<file path="config.mk">
export PLATFORM = sky130hd
export DESIGN_NAME = fetch_unit
export DESIGN_NICKNAME = d
export VERILOG_FILES = /design/src/rtl/fetch_unit.sv
export SDC_FILE = /design/constraint.sdc
export NUM_CORES = 1
export LEC_CHECK = 0
export BUFFER_PORTS_ARGS = -buffer_cell sky130_fd_sc_hd__buf_4
export CAP_MARGIN = 30
export CORE_UTILIZATION = 51
export DETAILED_ROUTE_END_ITERATION = 12
export GPL_TIMING_DRIVEN = 0
export PLACE_DENSITY_LB_ADDON = 0.25
export SYNTH_ARGS = -nofsm -noshare
export SYNTH_HDL_FRONTEND = slang
export SYNTH_SLANG_ARGS = --single-unit
</file>
<file path="constraint.sdc">
create_clock -name clk -period 4.1 [get_ports clk]
set_input_delay 0.41 -clock clk [delete_from_list [all_inputs] [get_ports clk]]
set_output_delay 0.41 -clock clk [all_outputs]
set_load 0.02 [all_outputs]
</file>
<file path="src/rtl/fetch_unit.sv">
`default_nettype none
// ============================================================================
// Module      : fetch_unit
// Description : Instruction fetch sequencer. Drives a combinational-read
//               instruction memory with the program counter, registers the
//               returned word for the decoder, and handles start, stall,
//               branch redirect (one-cycle flush) and halt.
//
//               Optional feature macro: FETCH_INSTR_COUNT_EN
//                 defined   -> 16-bit retired-instruction counter on
//                              instr_count
//                 undefined -> instr_count tied to 0, no counter register
//
// Ports       : clk            clock, rising-edge
//               rst_n          asynchronous active-low reset
//               start          pulse: (re)start execution at START_ADDR
//               stall          downstream hold, freezes fetch state
//               halt           halt flag for the presented instruction
//               branch_taken   redirect request for the presented instruction
//               branch_target  redirect address
//               imem_addr      instruction memory address (= pc)
//               imem_rdata     instruction memory data, same cycle as addr
//               instruction    registered instruction to the decoder
//               instr_pc       address the instruction was fetched from
//               instr_valid    instruction / instr_pc are live
//               done           program has halted
//               instr_count    retired-instruction count
//
// Revision    : 1.0 - initial release
// ============================================================================
module fetch_unit #(
  parameter int                  PC_WIDTH    = 10,
  parameter int                  INSTR_WIDTH = 9,
  parameter logic [PC_WIDTH-1:0] START_ADDR  = '0
) (
  input  logic                   clk,
  input  logic                   rst_n,
  input  logic                   start,
  input  logic                   stall,
  input  logic                   halt,
  input  logic                   branch_taken,
  input  logic [PC_WIDTH-1:0]    branch_target,
  output logic [PC_WIDTH-1:0]    imem_addr,
  input  logic [INSTR_WIDTH-1:0] imem_rdata,
  output logic [INSTR_WIDTH-1:0] instruction,
  output logic [PC_WIDTH-1:0]    instr_pc,
  output logic                   instr_valid,
  output logic                   done,
  output logic [15:0]            instr_count
);

  localparam logic [PC_WIDTH-1:0] c_pc_one = {{(PC_WIDTH-1){1'b0}}, 1'b1};

  typedef enum logic [1:0] {
    S_IDLE   = 2'd0,
    S_RUN    = 2'd1,
    S_HALTED = 2'd2
  } state_t;

  state_t                 r_state;
  state_t                 w_next_state;

  logic [PC_WIDTH-1:0]    r_pc;
  logic [INSTR_WIDTH-1:0] r_instruction;
  logic [PC_WIDTH-1:0]    r_instr_pc;
  logic                   r_instr_valid;
  logic                   r_done;

  // One-hot action strobes for the datapath, decoded from state and inputs.
  logic                   w_load_start;
  logic                   w_take_halt;
  logic                   w_take_branch;
  logic                   w_fetch;

  // --------------------------------------------------------------------------
  // State register
  // --------------------------------------------------------------------------
  always_ff @(posedge clk or negedge rst_n) begin
    if (!rst_n) begin
      r_state <= S_IDLE;
    end else begin
      r_state <= w_next_state;
    end
  end

  // --------------------------------------------------------------------------
  // Next-state and action decode
  //   Control inputs only act on a live instruction and only when not
  //   stalled; halt has priority over branch so a halting instruction never
  //   redirects. start is ignored while already running.
  // --------------------------------------------------------------------------
  always_comb begin
    w_next_state  = r_state;
    w_load_start  = 1'b0;
    w_take_halt   = 1'b0;
    w_take_branch = 1'b0;
    w_fetch       = 1'b0;

    case (r_state)
      S_IDLE, S_HALTED: begin
        if (start) begin
          w_next_state = S_RUN;
          w_load_start = 1'b1;
        end
      end

      S_RUN: begin
        if (!stall) begin
          if (r_instr_valid && halt) begin
            w_next_state = S_HALTED;
            w_take_halt  = 1'b1;
          end else if (r_instr_valid && branch_taken) begin
            w_take_branch = 1'b1;
          end else begin
            w_fetch = 1'b1;
          end
        end
      end

      default: begin
        w_next_state = S_IDLE;
      end
    endcase
  end

  // --------------------------------------------------------------------------
  // Fetch datapath
  //   On a branch or halt the presented instruction/instr_pc are left as they
  //   were; only instr_valid drops, which is all the decoder looks at.
  // --------------------------------------------------------------------------
  always_ff @(posedge clk or negedge rst_n) begin
    if (!rst_n) begin
      r_pc          <= START_ADDR;
      r_instruction <= '0;
      r_instr_pc    <= '0;
      r_instr_valid <= 1'b0;
      r_done        <= 1'b0;
    end else begin
      if (w_load_start) begin
        // First cycle of a run is a bubble while memory returns START_ADDR.
        r_pc          <= START_ADDR;
        r_instr_valid <= 1'b0;
        r_done        <= 1'b0;
      end else if (w_take_halt) begin
        r_instr_valid <= 1'b0;
        r_done        <= 1'b1;
      end else if (w_take_branch) begin
        // One-cycle flush: target word is fetched this cycle, valid next.
        r_pc          <= branch_target;
        r_instr_valid <= 1'b0;
      end else if (w_fetch) begin
        r_instruction <= imem_rdata;
        r_instr_pc    <= r_pc;
        r_instr_valid <= 1'b1;
        r_pc          <= r_pc + c_pc_one;   // natural wrap at 2^PC_WIDTH
      end
    end
  end

  // --------------------------------------------------------------------------
  // Retired-instruction counter (optional)
  //   Every live, unstalled instruction retires, including branches and the
  //   halting instruction itself.
  // --------------------------------------------------------------------------
`ifdef FETCH_INSTR_COUNT_EN
  logic [15:0] r_instr_count;
  logic        w_retire;

  assign w_retire = (r_state == S_RUN) && r_instr_valid && !stall;

  always_ff @(posedge clk or negedge rst_n) begin
    if (!rst_n) begin
      r_instr_count <= 16'd0;
    end else if (w_load_start) begin
      r_instr_count <= 16'd0;
    end else if (w_retire) begin
      r_instr_count <= r_instr_count + 16'd1;
    end
  end

  assign instr_count = r_instr_count;
`else
  assign instr_count = 16'd0;
`endif

  // --------------------------------------------------------------------------
  // Outputs
  // --------------------------------------------------------------------------
  assign imem_addr   = r_pc;
  assign instruction = r_instruction;
  assign instr_pc    = r_instr_pc;
  assign instr_valid = r_instr_valid;
  assign done        = r_done;

endmodule
`default_nettype wire

</file>
==> results.yml <==
pwr:
  p_leak_uw: 0.001184
  ir_drop_mv: 0.4053
  power_density_nw_per_um2: 708.7
finish:
  fillerInstances: 248
  final_common_cell: "buf_4"
  multi_input_area_um2: 759.5
  final_layout_size_suffix_gt1_frac: 0.4478
  antenna_cells: 0
  area_growth_pct: 35.84
  layout_common_cells: "buf_4, dfrtp_1, conb_1, mux2_4, a21oi_1"
  regArea_um2: 825.8
  finalNetCount: 255
route:
  wirelength_mm: 3.714
  vias: 1429
  via_per_inst: 5.215
  drt_first_pass_iters: 4
  wl_per_cell_um: 13.55
  drt_iter0_markers: 56
  route.detailed.drc: 0
  ant_nets: 0
placement:
  post-place-ws_ns: 2.411
  globalplace.congestion: 0.8461
  portBuffers: 55
  dp_hpwl_mm: 2.676
clock_network:
  h-tree-depth: 2
  cts_resized: 0
  path_clk_slew_ns: 0.10
  clock_path_buffers: 2
  cts.sinks: 33
  clk-insertion-delay-late_ns: 0.32
  hold_buffers: 0
  numCtsBuffers: 5
  root_buffer: "clkbuf_4"
  cts_tree: "done"
  postCtsSetupBuffers: 0
critical_path:
  start_kind: "flop"
  critPathCaptureType: "flop"
  arrival_ns: 1.84
  reg2reg_from: "r_state[1]"
  worst_ep_required_time_ns: 4.34
  rr_worst_depth: 5
  r2r_end: "imem_addr[8]"
  regToRegSetupSlack_ns: 2.50
  worstPathMaxFanout: 10
  crit_type: "reg2reg"
timing:
  skew_ns: 0.006763
  finalSetupTns_ns: 0
  finalSetupViolCount: 0
  fin_ws_ns: 2.495
  period_needed_ns: 1.605
  final_hold_viol_count: 0
  drv_slew: 0
  rsz0062_at_grt: "no"
  fin_crit_sh: 0.3914
  clock.fmax_ghz: 0.6232
synthesis:
  synth_compound_area_frac: 0.1251
  async_reset_ff_frac: 1.000
  synth.distinct_cells: 30
  synth_seq_cells: 33
  synth_flop_cell: "dfrtp_1"
  synth_fa_ha_area_frac: 0.007358
  muxShareOfSynthArea: 0.1575
  synth_edf_count: 0
  synthSimpleGateAreaFrac: 0.1214
  netlist_area_um2: 1700
  syn_avg_cell_area_um2: 11.19
  synth_xor_area_frac: 0
  synthCells: 152
  yosys_warnings: 0
  synth_top_family_by_area: "multiplexers"
  ys_seq_area_frac: 0.4857
floorplan:
  start_util: 0.5480
  die_w_um: 59.74
  die_area_um2: 3569
  io_pins: 72
  die_h_um: 59.74
  rows: 20
  core-area_um2: 3103
global_routing:
  grt_first_pass_wirelength_mm: 5.865
  grt_max_degree: 34
  overflow: 0
  antenna_found_initial: 0
  grt_pass1_vias: 1269
  grtUsageTotal: 0.2213
status:
  status: "finished clean"
flow_run:
  max_cap_viol_count: 0
worst_hold_path:
  hold_class: "in2async"
area by class of cell:
class                           count  share of cell area
Clock inverter                      1             0.01300
Clock buffer                        7             0.02384
Tap cell                           44             0.02384
Multi-Input combinational cell    109              0.3288
Buffer                             21             0.06771
Sequential cell                    33              0.3575
Timing Repair Buffer               55              0.1788
Inverter                            4            0.006501
per-layer routing:
layer,track usage,vias up,part of all wire
met5,0,-,0
met4,0.08638,0,0.0038
met3,0.05195,2,0.084
met2,0.3492,77,0.51
met1,0.2939,683,0.40
li1,-,667,-
critical path, cell delays in order (launching register included):
cell and delay [ns]:
dfrtp_1 0.43, nor3b_4 0.36, nand2_4 0.18, buf_6 0.19
o21ai_0 0.19, o2bb2ai_1 0.16
report_power, final:
group	switching (uW)	internal, uW
combinational	413	392
sequential	122	458
clock	107	146
worst max-delay path by stage:
stage / start / endpoint / slack, ns / cells past startpoint
global route: r_state[1] / imem_addr[8] / 2.38 / 5
detailed placement: stall / instruction[8] / 2.41 / 5
global placement: stall / instruction[8] / 2.43 / 5
floorplan: r_state[1] / instr_pc[1] / 2.66 / 4
finish: r_state[1] / imem_addr[8] / 2.50 / 5
CTS: r_state[1] / imem_addr[8] / 2.49 / 5
stage by stage:
| step | total power [uW] | hold WS, ns | cell area (um2) | instances | utilization |
|---|---|---|---|---|---|
| 4_1_cts | 1645 | 0.007481 | 2310 | 274 | 0.7444 |
| 6_report | 1637 | 0.005791 | 2310 | 274 | 0.7444 |
| 2_1_floorplan | 1078 | 0.1144 | 1757 | 167 | - |
| 5_1_grt | 1731 | 0.01574 | 2310 | 274 | 0.7444 |
| 3_3_place_gp | 1359 | 0.3695 | 2225 | 266 | 0.7169 |
| 3_5_place_dp | 1389 | 0.3710 | 2225 | 266 | 0.7169 |
cells in the mapped netlist, drive strengths merged (3+ instances only):
master	instances	area [um2]
a21oi	11	55.05
mux2	18	247.7
nand3	6	30.03
nor4	5	31.28
buf	20	152.7
inv	4	15.01
o2bb2ai	7	61.31
nor3	3	15.01
nor2	8	30.03
nand2	11	48.80
o21ai	11	55.05
dfrtp	33	825.8
flip-flops by register name (all words and copies together) (netlist names):
name / count
done: 1
imem_addr: 10
instr_pc: 10
instr_valid: 1
instruction: 9
r_state: 2
cells by family after synthesis:
logic type | count (synthesis)
adder cells (fa/ha/maj) | 1
multiplexers | 20
AND/OR/NAND/NOR | 39
AO/OA/AOI/OAI | 33
flip-flops | 33
other | 1
buffers and inverters | 25
(Power assumes the default switching activity.)
